File: src/rtl/vjtag_reg_pkg.sv
`default_nettype none
// ============================================================================
// Package : vjtag_reg_pkg
// Command and sequencer state encodings for the virtual-JTAG register access.
// Rev     : 1.0
// ============================================================================
package vjtag_reg_pkg;

    localparam int CMD_W = 3;

    typedef enum logic [CMD_W-1:0] {
        CMD_BYPASS  = 3'd0,
        CMD_ID      = 3'd1,
        CMD_ADDR    = 3'd2,
        CMD_WDATA   = 3'd3,
        CMD_RDATA   = 3'd4,
        CMD_CLR_ERR = 3'd5
    } cmd_t;

    typedef enum logic [1:0] {
        IDLE   = 2'd0,
        SHIFT  = 2'd1,
        HOLD   = 2'd2,
        COMMIT = 2'd3
    } state_t;

    // Commands that use the full-width DR; everything else is a 1-bit bypass.
    function automatic logic is_data_cmd(input cmd_t c);
        return (c == CMD_ID) || (c == CMD_ADDR) || (c == CMD_WDATA) || (c == CMD_RDATA);
    endfunction

    function automatic logic is_commit_cmd(input cmd_t c);
        return (c == CMD_ADDR) || (c == CMD_WDATA) || (c == CMD_RDATA);
    endfunction

endpackage
`default_nettype wire

File: src/rtl/vjtag_if.sv
`default_nettype none
// ============================================================================
// Interface : vjtag_if
// Virtual-JTAG hub signals seen by a user instruction register / DR chain.
// Rev       : 1.0
// ============================================================================
interface vjtag_if #(
    parameter int IR_W = 3
);
    logic            tdi;
    logic            tdo;
    logic [IR_W-1:0] ir_in;
    logic [IR_W-1:0] ir_out;
    logic            virtual_state_cdr;
    logic            virtual_state_sdr;
    logic            virtual_state_e1dr;
    logic            virtual_state_pdr;
    logic            virtual_state_e2dr;
    logic            virtual_state_udr;
    logic            virtual_state_uir;

    modport in (
        input  tdi, ir_in,
        input  virtual_state_cdr, virtual_state_sdr, virtual_state_e1dr,
        input  virtual_state_pdr, virtual_state_e2dr, virtual_state_udr,
        input  virtual_state_uir,
        output tdo, ir_out
    );
endinterface
`default_nettype wire

File: src/rtl/vjtag_dr_shifter.sv
`default_nettype none
// ============================================================================
// Module : vjtag_dr_shifter
// DR shift register with capture load, LSB-first shift and saturating bit count.
// Rev    : 1.0
// ============================================================================
module vjtag_dr_shifter #(
    parameter int DATA_W = 16,
    parameter int CNT_W  = $clog2(DATA_W + 2)
) (
    input  logic              clk,
    input  logic              rst,
    input  logic              i_load,
    input  logic [DATA_W-1:0] i_load_val,
    input  logic              i_shift,
    input  logic              i_bypass,
    input  logic              i_tdi,
    output logic [DATA_W-1:0] o_sr,
    output logic [CNT_W-1:0]  o_bit_cnt
);

    localparam logic [CNT_W-1:0] c_cnt_max = CNT_W'(DATA_W + 1);

    logic [DATA_W-1:0] r_sr;
    logic [CNT_W-1:0]  r_bit_cnt;

    always_ff @(posedge clk or posedge rst) begin
        if (rst) begin
            r_sr      <= '0;
            r_bit_cnt <= '0;
        end else if (i_load) begin
            r_sr      <= i_load_val;
            r_bit_cnt <= '0;
        end else if (i_shift) begin
            if (i_bypass) begin
                r_sr[0] <= i_tdi;
            end else begin
                r_sr <= {i_tdi, r_sr[DATA_W-1:1]};
            end
            // Saturate one past full length so an over-long scan never aliases to "exact".
            if (r_bit_cnt != c_cnt_max) begin
                r_bit_cnt <= r_bit_cnt + CNT_W'(1);
            end
        end
    end

    assign o_sr      = r_sr;
    assign o_bit_cnt = r_bit_cnt;

endmodule
`default_nettype wire

File: src/rtl/vjtag_reg_ctrl.sv
`default_nettype none
// ============================================================================
// Module : vjtag_reg_ctrl
// Virtual-JTAG command decoder and register-access sequencer (write strobes / read captures).
// Rev    : 1.0
// ============================================================================
module vjtag_reg_ctrl
    import vjtag_reg_pkg::*;
#(
    parameter int          IR_W     = 3,
    parameter int          ADDR_W   = 4,
    parameter int          DATA_W   = 16,
    parameter logic [15:0] ID_VAL   = 16'hA1A7,
    parameter bit          AUTO_INC = 1'b1
) (
    input  logic              clk_i,
    input  logic              rst_i,
    vjtag_if.in               jtag,
    output logic [ADDR_W-1:0] reg_addr_o,
    output logic [DATA_W-1:0] reg_wdata_o,
    output logic              reg_wr_o,
    output logic              reg_rd_o,
    input  logic [DATA_W-1:0] reg_rdata_i
);

    localparam int CNT_W = $clog2(DATA_W + 2);

    state_t            r_state, w_next;
    cmd_t              r_cmd, w_ir_cmd;
    logic [ADDR_W-1:0] r_addr;
    logic [DATA_W-1:0] r_wdata;
    logic              r_err, r_ok;

    logic              w_cdr, w_sdr, w_udr, w_uir, w_pause;
    logic              w_shift, w_udr_hit, w_cnt_ok;
    logic [DATA_W-1:0] w_load_val, w_sr;
    logic [CNT_W-1:0]  w_bit_cnt;

    always_comb begin
        w_ir_cmd = CMD_BYPASS;
        if (jtag.ir_in <= IR_W'(CMD_CLR_ERR)) begin
            w_ir_cmd = cmd_t'(jtag.ir_in[CMD_W-1:0]);
        end
    end

    assign w_cdr   = jtag.virtual_state_cdr;
    assign w_sdr   = jtag.virtual_state_sdr & ~w_cdr;
    assign w_udr   = jtag.virtual_state_udr & ~w_cdr & ~jtag.virtual_state_sdr;
    assign w_uir   = jtag.virtual_state_uir & ~w_cdr & ~jtag.virtual_state_sdr
                   & ~jtag.virtual_state_udr;
    assign w_pause = (jtag.virtual_state_e1dr | jtag.virtual_state_pdr | jtag.virtual_state_e2dr)
                   & ~w_cdr & ~jtag.virtual_state_sdr & ~jtag.virtual_state_udr
                   & ~jtag.virtual_state_uir;

    // A resuming sdr out of HOLD is a real shift cycle, as in the JTAG TAP.
    assign w_shift   = w_sdr & ((r_state == SHIFT) | (r_state == HOLD));
    assign w_udr_hit = w_udr & ((r_state == SHIFT) | (r_state == HOLD));
    assign w_cnt_ok  = (w_bit_cnt == CNT_W'(DATA_W));

    always_comb begin
        w_load_val = '0;
        case (w_ir_cmd)
            CMD_ID:    w_load_val = DATA_W'(ID_VAL);
            CMD_ADDR:  w_load_val = DATA_W'(r_addr);
            CMD_RDATA: w_load_val = reg_rdata_i;
            default:   w_load_val = '0;
        endcase
    end

    vjtag_dr_shifter #(
        .DATA_W (DATA_W),
        .CNT_W  (CNT_W)
    ) u_dr (
        .clk        (clk_i),
        .rst        (rst_i),
        .i_load     (w_cdr),
        .i_load_val (w_load_val),
        .i_shift    (w_shift),
        .i_bypass   (~is_data_cmd(r_cmd)),
        .i_tdi      (jtag.tdi),
        .o_sr       (w_sr),
        .o_bit_cnt  (w_bit_cnt)
    );

    always_comb begin
        w_next = r_state;
        case (r_state)
            IDLE:    w_next = IDLE;
            SHIFT: begin
                if (w_pause)      w_next = HOLD;
                else if (w_udr)   w_next = COMMIT;
            end
            HOLD: begin
                if (w_sdr)        w_next = SHIFT;
                else if (w_udr)   w_next = COMMIT;
            end
            COMMIT:  w_next = IDLE;
            default: w_next = IDLE;
        endcase
        if (w_cdr) begin
            w_next = SHIFT;
        end
    end

    always_ff @(posedge clk_i or posedge rst_i) begin
        if (rst_i) begin
            r_state <= IDLE;
            r_cmd   <= CMD_BYPASS;
            r_addr  <= '0;
            r_wdata <= '0;
            r_err   <= 1'b0;
            r_ok    <= 1'b0;
        end else begin
            r_state <= w_next;
            if (w_cdr) begin
                r_cmd <= w_ir_cmd;
            end
            if (w_udr_hit) begin
                r_ok <= w_cnt_ok & is_commit_cmd(r_cmd);
                if (is_commit_cmd(r_cmd) && !w_cnt_ok) begin
                    r_err <= 1'b1;
                end
                if ((r_cmd == CMD_WDATA) && w_cnt_ok) begin
                    r_wdata <= w_sr;
                end
            end else if (w_uir && (w_ir_cmd == CMD_CLR_ERR)) begin
                r_err <= 1'b0;
            end
            // Address moves at the end of COMMIT so the write strobe sees the pre-increment value.
            if ((r_state == COMMIT) && r_ok) begin
                case (r_cmd)
                    CMD_ADDR: r_addr <= w_sr[ADDR_W-1:0];
                    CMD_WDATA, CMD_RDATA: begin
                        if (AUTO_INC) begin
                            r_addr <= r_addr + ADDR_W'(1);
                        end
                    end
                    default: r_addr <= r_addr;
                endcase
            end
        end
    end

    assign reg_addr_o  = r_addr;
    assign reg_wdata_o = r_wdata;
    assign reg_wr_o    = (r_state == COMMIT) & r_ok & (r_cmd == CMD_WDATA);
    assign reg_rd_o    = w_cdr & (w_ir_cmd == CMD_RDATA) & ~rst_i;
    assign jtag.tdo    = w_sr[0];
    assign jtag.ir_out = {{(IR_W-1){1'b0}}, r_err};

endmodule
`default_nettype wire

File: src/flat_wrapper.sv
// flat-port wrapper written by rule: the top's interface ports become plain ports
module vjtag_reg_ctrl_flat import vjtag_reg_pkg::*;
#(
    parameter int          IR_W     = 3,
    parameter int          ADDR_W   = 4,
    parameter int          DATA_W   = 16,
    parameter logic [15:0] ID_VAL   = 16'hA1A7,
    parameter bit          AUTO_INC = 1'b1
)
  (clk_i, rst_i, reg_addr_o, reg_wdata_o, reg_wr_o, reg_rd_o, reg_rdata_i, jtag_tdi, jtag_ir_in, jtag_virtual_state_cdr, jtag_virtual_state_sdr, jtag_virtual_state_e1dr, jtag_virtual_state_pdr, jtag_virtual_state_e2dr, jtag_virtual_state_udr, jtag_virtual_state_uir, jtag_tdo, jtag_ir_out);
  vjtag_if #(.IR_W(IR_W)) jtag_i ();
  input  logic clk_i;
  input  logic rst_i;
  output logic [ADDR_W-1:0] reg_addr_o;
  output logic [DATA_W-1:0] reg_wdata_o;
  output logic reg_wr_o;
  output logic reg_rd_o;
  input  logic [DATA_W-1:0] reg_rdata_i;
  input wire logic [$bits(jtag_i.tdi)-1:0] jtag_tdi;
  input wire logic [$bits(jtag_i.ir_in)-1:0] jtag_ir_in;
  input wire logic [$bits(jtag_i.virtual_state_cdr)-1:0] jtag_virtual_state_cdr;
  input wire logic [$bits(jtag_i.virtual_state_sdr)-1:0] jtag_virtual_state_sdr;
  input wire logic [$bits(jtag_i.virtual_state_e1dr)-1:0] jtag_virtual_state_e1dr;
  input wire logic [$bits(jtag_i.virtual_state_pdr)-1:0] jtag_virtual_state_pdr;
  input wire logic [$bits(jtag_i.virtual_state_e2dr)-1:0] jtag_virtual_state_e2dr;
  input wire logic [$bits(jtag_i.virtual_state_udr)-1:0] jtag_virtual_state_udr;
  input wire logic [$bits(jtag_i.virtual_state_uir)-1:0] jtag_virtual_state_uir;
  output wire logic [$bits(jtag_i.tdo)-1:0] jtag_tdo;
  output wire logic [$bits(jtag_i.ir_out)-1:0] jtag_ir_out;
  assign jtag_i.tdi = jtag_tdi;
  assign jtag_i.ir_in = jtag_ir_in;
  assign jtag_i.virtual_state_cdr = jtag_virtual_state_cdr;
  assign jtag_i.virtual_state_sdr = jtag_virtual_state_sdr;
  assign jtag_i.virtual_state_e1dr = jtag_virtual_state_e1dr;
  assign jtag_i.virtual_state_pdr = jtag_virtual_state_pdr;
  assign jtag_i.virtual_state_e2dr = jtag_virtual_state_e2dr;
  assign jtag_i.virtual_state_udr = jtag_virtual_state_udr;
  assign jtag_i.virtual_state_uir = jtag_virtual_state_uir;
  assign jtag_tdo = jtag_i.tdo;
  assign jtag_ir_out = jtag_i.ir_out;
  vjtag_reg_ctrl #(.IR_W(IR_W), .ADDR_W(ADDR_W), .DATA_W(DATA_W), .ID_VAL(ID_VAL), .AUTO_INC(AUTO_INC)) u_core (.clk_i(clk_i), .rst_i(rst_i), .jtag(jtag_i), .reg_addr_o(reg_addr_o), .reg_wdata_o(reg_wdata_o), .reg_wr_o(reg_wr_o), .reg_rd_o(reg_rd_o), .reg_rdata_i(reg_rdata_i));
endmodule
File: config.mk
export PLATFORM = sky130hd
export DESIGN_NAME = vjtag_reg_ctrl_flat
export DESIGN_NICKNAME = d
export VERILOG_FILES = /design/src/rtl/vjtag_reg_pkg.sv /design/src/rtl/vjtag_if.sv /design/src/rtl/vjtag_dr_shifter.sv /design/src/rtl/vjtag_reg_ctrl.sv /design/src/flat_wrapper.sv
export SDC_FILE = /design/constraint.sdc
export NUM_CORES = 1
export LEC_CHECK = 0
export BUFFER_PORTS_ARGS = -buffer_cell sky130_fd_sc_hd__buf_2
export CORE_ASPECT_RATIO = 1.25
export CORE_MARGIN = 4
export CORE_UTILIZATION = 45
export DETAILED_ROUTE_END_ITERATION = 10
export GPL_TIMING_DRIVEN = 0
export PLACE_DENSITY = 0.64
export SLEW_MARGIN = 20
export SYNTH_ARGS = -nofsm -noshare
export SYNTH_HDL_FRONTEND = slang
export SYNTH_SLANG_ARGS = --single-unit
File: constraint.sdc
create_clock -name clk_i -period 6.1 [get_ports clk_i]
set_clock_uncertainty 0.1 [all_clocks]
set_input_delay 0.61 -clock clk_i [delete_from_list [all_inputs] [get_ports clk_i]]
set_output_delay 0.61 -clock clk_i [all_outputs]
set_load 0.03 [all_outputs]
; Word level (Yosys, flattened, before mapping)
; Index checks and enable logic that the tools add are counted.
[classes]
n_addsub = 2
magnitude_cmp = 1
eq_ne = 14
muxes = 18
bitwise = 25
reduce_logical = 23
[ops]
columns = op, count
row1 = $pmux 16 s3, 1
row2 = $mux 16, 2
row3 = $and 1x1->1, 17
row4 = $mux 15, 1
row5 = $mux 5, 3
row6 = $reduce_and 2->1, 5
row7 = $reduce_bool 2->1, 5
row8 = $eq 3x2->1 const B, 3
row9 = $eq 3x3->1 const B, 3
row10 = $mux 2, 4
row11 = $pmux 4 s2, 1
row12 = $eq 3x1->1 const B, 2
row13 = $pmux 2 s3, 1
row14 = $add 5x1->5 const B, 1
row15 = $eq 5x5->1 const B, 1
row16 = $logic_or 1x1->1, 5
row17 = $ne 5x5->1 const B, 1
row18 = $not 1->1, 5
row19 = $add 4x1->4 const B, 1
row20 = $eq 2x2->1 const B, 2
row21 = $logic_and 1x1->1, 4
row22 = $mux 1, 4
row23 = $reduce_or 2->1, 2
row24 = $le 3x3->1 const B, 1
row25 = other kinds (6), 8
[word_totals]
register_bits = 48
inputBits = 29
output_inout_bits = 26
wordCells = 92

; Logic depth before layout (Yosys ltp)
[logic_depth]
ltp_word = 9
ltp_mapped = 7

; By module
; From an unflattened synthesis, not the netlist that was laid out.
[hier_totals]
cells_unflattened = 253
hier_area_um2 = 2626.3
[by_module_without_submodules]
columns = module, instances, cells_per_inst, area_per_inst_um2, seq_area_each_um2
row1 = vjtag_reg_ctrl, 1, 153, 1590.3, 675.6
row2 = vjtag_dr_shifter, 1, 100, 1036.0, 525.5

; Worst setup path after synthesis
; No wires, ideal clock.
[synth_timing]
kind = input -> output
start = input port rst_i
end = output port reg_rd_o
arrival_time_ns = 2.058
required_ns = 5.390
slack_ns = 3.332
cell_stages = 2
path_buffers = 0
path_cell_list = inv_1 > and2_1
[synth_via]
elab_chain_cells = 2
[synth_rtl]
columns = item, line_no
row1 = start: declaration, flat_wrapper.sv:13  ; input logic rst_i;
row2 = $not 1->1, vjtag_reg_ctrl.sv:147  ; assign reg_rd_o = w_cdr & (w_ir_cmd == CMD_RDATA) & ~rst_i;
row3 = $and 1x1->1, vjtag_reg_ctrl.sv:147
row4 = end: declaration, flat_wrapper.sv:17  ; output logic reg_rd_o;
; Every way passes these cells.

; Final worst setup path
[layout_timing]
start = input port jtag_ir_in[2]
end = output port reg_rd_o
[layout_via]
elab_chain_cells = 5
[layout_rtl]
columns = item, line_no
row1 = start: declaration, flat_wrapper.sv:20  ; input wire logic [$bits(jtag_i.ir_in)-1:0] jtag_ir_in;
row2 = $le 3x3->1, vjtag_reg_ctrl.sv:41  ; if (jtag.ir_in <= IR_W'(CMD_CLR_ERR)) begin
row3 = $mux 3 (*), vjtag_reg_ctrl.sv:41
row4 = $eq 3x3->1 (*), vjtag_reg_ctrl.sv:147
row5 = $and 1x1->1 (*) (2 in series), vjtag_reg_ctrl.sv:147
; Every way passes the cells marked *; elsewhere a longest branch is shown, timed or not.

==> impl_metrics.csv <==
group,metric,value,unit
run_status,status,"finished, final reports clean",
floorplan,chipWidth,74.9,µm
synthesis,yosysSeqAreaShare,47.8,%
timing,finalCritPeriodShare,43.8,%
drt,viasPerCell,5.47,
drt,drtIter0Drc,121,
power,p_sw,0.218,mW
finish,insertedDiodeCount,0,
drt,drt-pass1-iter-count,4,
critical_path,rrSetupSlack,3840,ps
synthesis,avgSynthCellArea,10.6,µm²
finish,nets,332,
timing,layout_setup_ws,3430,ps
synthesis,synth_area,0.00251,mm²
power,p_int,0.496,mW
clocking,path_clk_slew,90,ps
timing,setup_viol,0,
power,sequentialPowerShare,52.6,%
drt,wl_per_cell,15.7,µm
critical_path,startpoint_type,"primary input",
clocking,cts_sinks,48,
critical_path,cp_data_required_time,5390,ps
floorplan,design.core.area,0.00544,mm²
critical_path,r2r-start,"u_core.r_state[0]$_DFF_PP0_",
place,dp.cells,353,
global_route,grt_usage,18.3,%
critical_path,crit_slowest_cell,"nor4b_4",
drt,drt-total-wl,5680,µm
critical_path,ff2ff_path_depth,7,
critical_path,crit_top_cell,"buf_2",
global_route,grt_pass1_wl,9690,µm
critical_path,path_max_fanout,10,
synthesis,yosysMostFrequentCell,"dfrtp_1",
clocking,cts.path.max_buffers,2,
synthesis,ys_top_cells_by_area,"dfrtp_1, mux2_4, a221oi_1",
synthesis,synthCells,237,
synthesis,synth_top_area_share,47.8,%
floorplan,dieArea,0.00686,mm²
clocking,numCtsBuffers,5,
timing,timing.final.crit_period,2670,ps
floorplan,initial_core_util,46.2,%
global_route,grt_pass1_vias,1966,
synthesis,yosys-top-cells-count,"dfrtp_1, nor2_1, o21ai_0",
clocking,hold_buffers,0,
synthesis,ys_seq_elements,48,
clocking,cts_root_buffer,"clkbuf_8",
critical_path,critPathKind,"primary input to primary output",
critical_path,path_cells,"clkbuf_1, nor4b_4, buf_2, and2_1, buf_2",
place,place_hpwl,4210,µm
timing,fin_setup_tns,0,ps
timing,timing.hold.ws,198,ps
global_route,grt_remaining_overflow,0,
critical_path,crit_path_end_kind,"primary output",
power,p_sw_share,30.5,%
floorplan,rows,30,
place,dp_slack,3440,ps
clocking,htreeDepth,2,
drt,ant_nets,0,
synthesis,async_flop_share,100,%
synthesis,synthFlopType,"dfrtp_1",
drt,vias,1973,
power,power_frac_comb,18.8,%
clocking,clock_latency,310,ps
timing,maxSlewViolCount,0,
synthesis,synth.distinct_cells,45,
synthesis,synth_top_area_cell,"dfrtp_1",
drt,drc,0,
critical_path,worstReg2RegEnd,"u_core.u_dr.o_sr[15]$_DFFE_PP0P_",
synthesis,synth_edf_count,0,
timing,max_freq,0.374,GHz
power,peakVddDrop,0.0879,mV
clocking,post_cts_resized,0,
place,gp_congestion,0.815,
run,maxCapViolations,0,
power,p_leak,1.52,nW
power,clkPwrFrac,28.7,%
floorplan,ioPinCount,55,
worst_hold_path,hp-class,"primary input to async pin",
floorplan,die_h,91.6,µm
finish,drive_gt1_share,30.6,%
timing,tightestPinTransition,501,ps
clocking,cts_tree,"built",
global_route,antenna_found_initial,0,
critical_path,critPathTopFamily,"buffers and inverters",
synthesis,yosys_warnings,0,
critical_path,path_buf_inv,3,
timing,grt_setup_unrepaired,"no",
finish,synthToLayoutAreaGrowth,18.0,%
power,p_per_area,241,mW/mm²
critical_path,critPathMaxStageDelay,380,ps
place,io_buffers,50,
critical_path,crit_arrival,1960,ps
global_route,grt_start_max_net_pins,30,
finish,stdcell_count,361,
timing,hold_viol,0,
clocking,post-cts-setup-buffers,0,
timing,relSlewSlack,66.5,%
-- stage by stage --
stage	power, mW	instance area (µm²)	utilization (%)
floorplan	0.472	2520	-
detailed placement	0.517	2870	52.7
CTS	0.724	2970	54.5
finish	0.714	2970	54.5
global route	0.756	2970	54.5
global placement	0.512	2850	52.3
-- cell families (layout without fill, tap and decap cells) --
logic type	Yosys count	count (layout)	synth area share, %
and+or+nand+nor	74	74	16.5
AOI/OAI and AO/OA	55	55	14.5
DFF	48	48	47.8
buffers and inverters	25	84	4.68
muxes	24	24	11.9
adders and majority gates	7	7	3.48
xor gates and xnor gates	3	3	1.04
other	1	2	0.149
-- per-layer routing --
| metal | track usage (%) | routed length (µm) | part of all wire [%] | vias to the layer above |
|---|---|---|---|---|
| met1 | 25.6 | 2580 | 45 | 958 |
| met4 | 7.57 | 133 | 2.3 | 0 |
| met3 | 3.65 | 280 | 4.9 | 11 |
| li1 | - | - | - | 960 |
| met5 | 0 | 0 | 0 | - |
| met2 | 27.3 | 2690 | 47 | 44 |
-- cells in the final DEF (no fill, tap or decap), types with 3 or more instances in the layout --
master,count
dfrtp_1,48
and3_1,3
nand2b_1,3
a21oi_1,12
ha_1,7
inv_1,11
mux2i_1,7
nand3b_1,5
and2_1,3
nor3_1,3
or3_1,3
nand3_1,6
nand2_1,7
a211oi_1,3
a221oi_1,13
clkbuf_1,7
mux2_4,10
buf_4,4
mux2_2,7
clkbuf_8,6
nor2_1,29
buf_2,51
o21ai_0,14
-- sequential cells by signal, indices dropped and copies added, names as in the netlist --
signal and cells:
u_core.reg_addr_o 4, u_core.u_dr.o_sr 16, u_core.r_err 1, u_core.r_cmd 3
u_core.r_state 2, u_core.reg_wdata_o 16, u_core.r_ok 1, u_core.u_dr.o_bit_cnt 5
-- power groups by stage --
stage	clock, mW	sequential, mW	combinational, mW
3_5_place_dp	0	0.382	0.135
5_1_grt	0.223	0.380	0.153
3_3_place_gp	0	0.382	0.131
4_1_cts	0.213	0.376	0.136
6_report	0.205	0.375	0.134
2_1_floorplan	0	0.374	0.0984
-- worst max path at each step --
stage / startpoint / end / slack [ps] / cells after the start
floorplan: rst_i / reg_rd_o / 3330 / 2
global route: jtag_virtual_state_cdr / reg_rd_o / 3280 / 6
finish: jtag_ir_in[2] / reg_rd_o / 3430 / 5
CTS: jtag_virtual_state_cdr / reg_rd_o / 3430 / 6
detailed placement: jtag_virtual_state_cdr / reg_rd_o / 3440 / 6
global placement: rst_i / reg_rd_o / 2750 / 4
-- cell type report --
class	count	area (µm²)
plain buffers	13	72.6
clock buffers	6	82.6
clock inverters	2	15.0
fillers	493	2480
inverters	12	45.0
multi-input cells	165	1200
flip-flops and latches	48	1200
well taps	64	80.1
repair buffers	51	270
Power figures use the tool's default switching activity.
